<file path="src/rtl/cmem_arb.sv">
// cmem_arb: round-robin arbiter that funnels line-fill and writeback requests
// from N_PORTS cache ports onto one upstream line port, and broadcasts line
// invalidates after writebacks and on external invalidate strobes.
module cmem_arb #(
  parameter int N_PORTS = 2,
  parameter int LINE    = 256,
  parameter int ADDR_W  = 64
) (
  input  logic                      clk,
  input  logic                      rst,
  input  logic [N_PORTS*ADDR_W-1:0] b_addr,
  input  logic [N_PORTS-1:0]        b_rd,
  input  logic [N_PORTS-1:0]        b_wr,
  input  logic [N_PORTS*LINE-1:0]   b_data_out,
  output logic [LINE-1:0]           b_data_in,
  output logic [N_PORTS-1:0]        b_dv,
  output logic [N_PORTS-1:0]        b_inv,
  output logic [ADDR_W-1:0]         b_inv_addr,
  output logic [ADDR_W-1:0]         h_addr,
  output logic                      h_rd,
  output logic                      h_wr,
  output logic [LINE-1:0]           h_data_out,
  input  logic [LINE-1:0]           h_data_in,
  input  logic                      h_dv,
  input  logic                      inv,
  input  logic [ADDR_W-1:0]         inv_addr
);

  localparam int OFF_W = $clog2(LINE / 8);
  localparam int IDX_W = $clog2(N_PORTS);

  typedef enum logic [2:0] {
    S_IDLE = 3'd0,
    S_RD   = 3'd1,
    S_WR   = 3'd2,
    S_DONE = 3'd3,
    S_INV  = 3'd4
  } state_e;

  state_e              state_q;
  logic [IDX_W-1:0]    rr_ptr_q;
  logic [IDX_W-1:0]    grant_q;
  logic                wr_q;
  logic                inv_pend_q;
  logic [N_PORTS-1:0]  b_dv_q;
  logic [N_PORTS-1:0]  b_inv_q;
  logic [ADDR_W-1:0]   b_inv_addr_q;
  logic [LINE-1:0]     b_data_in_q;
  logic [ADDR_W-1:0]   h_addr_q;
  logic                h_rd_q;
  logic                h_wr_q;
  logic [LINE-1:0]     h_data_out_q;

  logic [N_PORTS-1:0]  req_s;
  logic                gnt_vld_d;
  logic [IDX_W-1:0]    gnt_idx_d;
  logic                int_inv_s;

  // Clear the byte-offset bits so the address names a whole line.
  function automatic logic [ADDR_W-1:0] line_align(input logic [ADDR_W-1:0] a);
    return {a[ADDR_W-1:OFF_W], {OFF_W{1'b0}}};
  endfunction

  function automatic logic [N_PORTS-1:0] one_hot(input logic [IDX_W-1:0] idx);
    return {{(N_PORTS-1){1'b0}}, 1'b1} << idx;
  endfunction

  assign req_s = b_rd | b_wr;

  // The writeback invalidate goes out on leaving DONE, or later if an external one took its slot.
  assign int_inv_s = ((state_q == S_DONE) && wr_q) || ((state_q == S_INV) && inv_pend_q);

  // Round-robin search: first requester at or after rr_ptr+1, wrapping.
  always_comb begin
    gnt_vld_d = 1'b0;
    gnt_idx_d = {IDX_W{1'b0}};
    for (int i = 1; i <= N_PORTS; i++) begin
      logic [IDX_W-1:0] cand;
      logic             hit;
      cand      = IDX_W'((int'(rr_ptr_q) + i) % N_PORTS);
      hit       = req_s[cand] && !gnt_vld_d;
      gnt_idx_d = hit ? cand : gnt_idx_d;
      gnt_vld_d = gnt_vld_d | hit;
    end
  end

  // Transaction FSM; every output is a register so nothing combinational leaves the block.
  always_ff @(posedge clk or posedge rst) begin
    if (rst) begin
      state_q      <= S_IDLE;
      rr_ptr_q     <= IDX_W'(N_PORTS - 1);
      grant_q      <= {IDX_W{1'b0}};
      wr_q         <= 1'b0;
      inv_pend_q   <= 1'b0;
      b_dv_q       <= {N_PORTS{1'b0}};
      b_inv_q      <= {N_PORTS{1'b0}};
      b_inv_addr_q <= {ADDR_W{1'b0}};
      b_data_in_q  <= {LINE{1'b0}};
      h_addr_q     <= {ADDR_W{1'b0}};
      h_rd_q       <= 1'b0;
      h_wr_q       <= 1'b0;
      h_data_out_q <= {LINE{1'b0}};
    end else begin
      b_dv_q <= {N_PORTS{1'b0}};

      // External invalidates always win the b_inv slot; the writeback one waits.
      if (inv) begin
        b_inv_q      <= {N_PORTS{1'b1}};
        b_inv_addr_q <= line_align(inv_addr);
      end else if (int_inv_s) begin
        b_inv_q      <= ~one_hot(grant_q);
        b_inv_addr_q <= h_addr_q;
      end else begin
        b_inv_q      <= {N_PORTS{1'b0}};
      end

      case (state_q)
        S_IDLE: begin
          if (gnt_vld_d) begin
            grant_q      <= gnt_idx_d;
            h_addr_q     <= line_align(b_addr[int'(gnt_idx_d)*ADDR_W +: ADDR_W]);
            h_data_out_q <= b_data_out[int'(gnt_idx_d)*LINE +: LINE];
            wr_q         <= b_wr[gnt_idx_d];
            // A writeback outranks a simultaneous fill on the same port.
            if (b_wr[gnt_idx_d]) begin
              h_wr_q  <= 1'b1;
              state_q <= S_WR;
            end else begin
              h_rd_q  <= 1'b1;
              state_q <= S_RD;
            end
          end else begin
            state_q <= S_IDLE;
          end
        end
        S_RD: begin
          if (h_dv) begin
            b_data_in_q <= h_data_in;
            h_rd_q      <= 1'b0;
            b_dv_q      <= one_hot(grant_q);
            state_q     <= S_DONE;
          end else begin
            state_q     <= S_RD;
          end
        end
        S_WR: begin
          if (h_dv) begin
            h_wr_q  <= 1'b0;
            b_dv_q  <= one_hot(grant_q);
            state_q <= S_DONE;
          end else begin
            state_q <= S_WR;
          end
        end
        S_DONE: begin
          rr_ptr_q   <= grant_q;
          inv_pend_q <= wr_q & inv;
          state_q    <= wr_q ? S_INV : S_IDLE;
        end
        S_INV: begin
          if (!inv_pend_q) begin
            state_q <= S_IDLE;
          end else if (!inv) begin
            inv_pend_q <= 1'b0;
            state_q    <= S_INV;
          end else begin
            state_q    <= S_INV;
          end
        end
        default: begin
          state_q <= S_IDLE;
        end
      endcase
    end
  end

  assign b_dv       = b_dv_q;
  assign b_inv      = b_inv_q;
  assign b_inv_addr = b_inv_addr_q;
  assign b_data_in  = b_data_in_q;
  assign h_addr     = h_addr_q;
  assign h_rd       = h_rd_q;
  assign h_wr       = h_wr_q;
  assign h_data_out = h_data_out_q;

endmodule

</file>
<file path="config.mk">
export PLATFORM = sky130hd
export DESIGN_NAME = cmem_arb
export DESIGN_NICKNAME = d
export VERILOG_FILES = /design/src/rtl/cmem_arb.sv
export SDC_FILE = /design/constraint.sdc
export NUM_CORES = 2
export LEC_CHECK = 0
export BUFFER_PORTS_ARGS = -buffer_cell sky130_fd_sc_hd__buf_2
export CORE_AREA = 2 2 624 626
export DETAILED_ROUTE_END_ITERATION = 8
export DIE_AREA = 0 0 626 628
export SLEW_MARGIN = 20
export SYNTH_ARGS = -nofsm -noshare
export SYNTH_HDL_FRONTEND = slang
export SYNTH_SLANG_ARGS = --single-unit
</file>
<file path="constraint.sdc">
create_clock -name clk -period 22.5 [get_ports clk]
set_clock_uncertainty 0.15 [all_clocks]
set_input_delay 1.125 -clock clk [delete_from_list [all_inputs] [get_ports clk]]
set_output_delay 1.125 -clock clk [all_outputs]
set_load 0.1 [all_outputs]
</file>
==> impl_metrics.yaml <==
synthesis:
  yosysWarningCount: 0
  synth.mux.area_fraction_pct: 19.2
  async_reset_ff_share_pct: 100
  synth_top_family_by_area: "multiplexers"
  yosys_register_bits: 643
  postSynthAreaPerCell_um2: 11.4
  synthSimpleGateAreaFrac_pct: 10.1
  ys.flop_type: "dfrtp_1"
  synth-edff-count: 0
  synth_adder_area_share_pct: 0
  syn_inst: 3083
  ys_seq_area_share_pct: 45.8
  synth_cell_types: 40
  synth_compound_area_share_pct: 19.1
  synthesis.area_um2: 35100
  synthXorXnorAreaFrac_pct: 0
timing:
  setup_tns_ns: 0
  fmax_mhz: 172
  max-slew-margin-rel_pct: 28.4
  setup_violations: 0
  layout_min_cycle_time_ns: 5.83
  finalHoldViolCount: 0
  rsz0062_at_grt: "false"
  max_slew.worst_pin.slew_ns: 1.07
  finalCritPeriodShare_pct: 25.9
  setup_ws_ns: 16.67
  maxSlewViolCount: 0
critical_path:
  worstPathArrival_ns: 6.29
  crit_buf_inv: 4
  cp_common_cell: "buf_4"
  start_kind: "input port"
  critPathMaxStageDelay_ns: 0.92
  cp_slowest_cell: "buf_4"
  worstPathRequired_ns: 22.97
  crit_fanout: 62
  crit_chain: "buf_8 > or4_4 > and2_4 > buf_4 > buf_4 > buf_4 > mux2_1"
  endpoint_kind: "register"
  cpLargestDelayFamily: "buffers and inverters"
  path_class: "input port to register"
layout:
  area_delta_synth_final_pct: 48.0
  fin_cells: 9831
  fin_nets: 5421
  fillers: 44100
  fin_util_pct: 13.4
  drive_gt1_share_pct: 51.5
global_routing:
  grt_pass1_vias: 32000
  antenna_found_initial: 263
  grt.overflow.total: 0
  grt_start_max_net_pins: 149
  grt_first_pass_wirelength_mm: 390
  grt.total_usage_pct: 15.5
die:
  die_y_um: 628
  die_x_um: 626
  dieArea_um2: 393000
  coreArea_um2: 387000
  rows: 229
  ios: 1614
  initial_utilization_pct: 9.08
placement:
  port_buffers: 1588
  place_congestion: 0.935
  dp_slack_ns: 15.76
  dp.cells: 9553
  dp_hpwl_mm: 270
drt:
  num_vias: 34000
  wirelength_mm: 318
  final_antenna_net_count: 0
  drc_errors: 0
  first_pass_iters: 5
  wire_per_inst_um: 32.3
  drtIter0Drc: 2545
  via_per_inst: 3.46
clocking:
  cts_made_buffers: 94
  cts_tree: "done"
  path_clk_slew_ns: 0.07
  cts_setup_buffers: 0
  root_buffer: "clkbuf_16"
  cts_resized: 0
  cts_hold_buf: 0
  clock_latency_ns: 0.82
  cts_buffer_depth: 4
  htree_levels: 3
  cts.sinks: 643
run:
  max-cap-violations: 0
worst_hold_path:
  hold_path_class: "input port to asynchronous set/reset pin"
run_status:
  status: "finished, final reports clean"
## metal layers
metal | vias to the layer above | global-route usage (%) | routed length, um
li1 | 14600 | - | -
met1 | 16900 | 16.1 | 110000
met2 | 1838 | 26.9 | 156000
met3 | 627 | 7.48 | 37200
met4 | 86 | 6.03 | 14400
met5 | - | 0 | 554
## registers in the layout, summed over array words and instances (netlist names)
register    cells
h_wr            1
b_dv            2
b_data_in     256
h_data_out    256
h_rd            1
rr_ptr_q        1
wr_q            1
grant_q         1
b_inv           2
h_addr         59
b_inv_addr     59
inv_pend_q      1
state_q         3
## worst paths after layout
path | from | to | slack, ns | depth (start not counted)
setup / recovery | b_rd[0] | h_data_out[138] | 16.67 | 7
max in group asynchronous | rst | h_data_out[185] | 17.61 | 7
hold reg to reg | b_data_in[11] | b_data_in[11] | 0.33 | 1
hold / removal | rst | b_data_in[9] | 0.18 | 2
setup reg to reg | state_q[1] | h_data_out[138] | 17.07 | 7
min in group clk | b_data_in[11] | b_data_in[11] | 0.33 | 1
## synthesized netlist by cell type, types with 2 or more instances
master | instances | area share (%)
a21o_1 | 2 | 0.043
mux2_4 | 254 | 11
mux2_1 | 259 | 8.3
nor3_1 | 2 | 0.028
buf_6 | 34 | 1.1
o211ai_1 | 512 | 11
nand2_1 | 60 | 0.64
nand3b_1 | 60 | 1.3
o311ai_1 | 59 | 1.5
buf_1 | 5 | 0.053
o21ai_1 | 2 | 0.028
a211oi_1 | 4 | 0.085
buf_4 | 11 | 0.24
nand2b_1 | 3 | 0.053
buf_2 | 30 | 0.43
or3b_2 | 257 | 6.4
a31oi_1 | 59 | 1.1
nand4b_1 | 60 | 1.5
inv_1 | 65 | 0.69
dfrtp_1 | 642 | 46
nor2_1 | 6 | 0.064
clkbuf_1 | 303 | 3.2
a21oi_1 | 63 | 0.90
o21ai_0 | 315 | 4.5
## metrics by stage
step / hold WS [ns] / instance area, um2
floorplan: 0.322 / 35200
finish: 0.182 / 52000
global placement: 0.314 / 48500
global route: 0.204 / 51900
detailed placement: 0.319 / 48500
CTS: 0.137 / 51700
## cells in the final DEF (no fill, tap or decap), types with 15 or more instances in the layout
| cell type | n |
|---|---|
| clkbuf_16 | 96 |
| o21ai_0 | 315 |
| buf_4 | 55 |
| mux2_4 | 254 |
| mux2_1 | 259 |
| diode_2 | 112 |
| o211ai_1 | 512 |
| nand3b_1 | 60 |
| dfrtp_1 | 642 |
| o311ai_1 | 59 |
| nand2_1 | 60 |
| inv_1 | 64 |
| buf_2 | 1583 |
| a31oi_1 | 59 |
| nand4b_1 | 60 |
| or3b_2 | 257 |
| clkinv_2 | 15 |
| a21oi_1 | 63 |
| clkbuf_8 | 19 |
## layout make-up
cell class / instances / area (um2) / share of cell area, %
clock buffers: 123 / 2690 / 5.18
clock inverters: 42 / 557 / 1.07
well taps: 5197 / 6500 / 12.5
inverters: 65 / 251 / 0.483
multi-input cells: 2001 / 17100 / 32.9
repair buffers: 1648 / 8510 / 16.4
diodes: 112 / 280 / 0.539
flip-flops and latches: 643 / 16100 / 30.9
## worst register-to-register path, delay by kind of cell (launching register included)
kind,cells,cell delay (ns)
buffers and inverters,4,3.18
flip-flops,1,0.50
multiplexers,1,0.46
AND/OR/NAND/NOR,2,0.97
## cells by family (layout without fill, tap and decap cells)
kind of cell	after synthesis	in the layout
AO/OA/AOI/OAI	1021	1021
flip-flops	643	643
multiplexers	515	515
AND/OR/NAND/NOR	455	455
buffers and inverters	448	1878
other	1	122
Power is not shown: default switching activity piles up to over one toggle a cycle in this logic, so the estimate is an artifact.
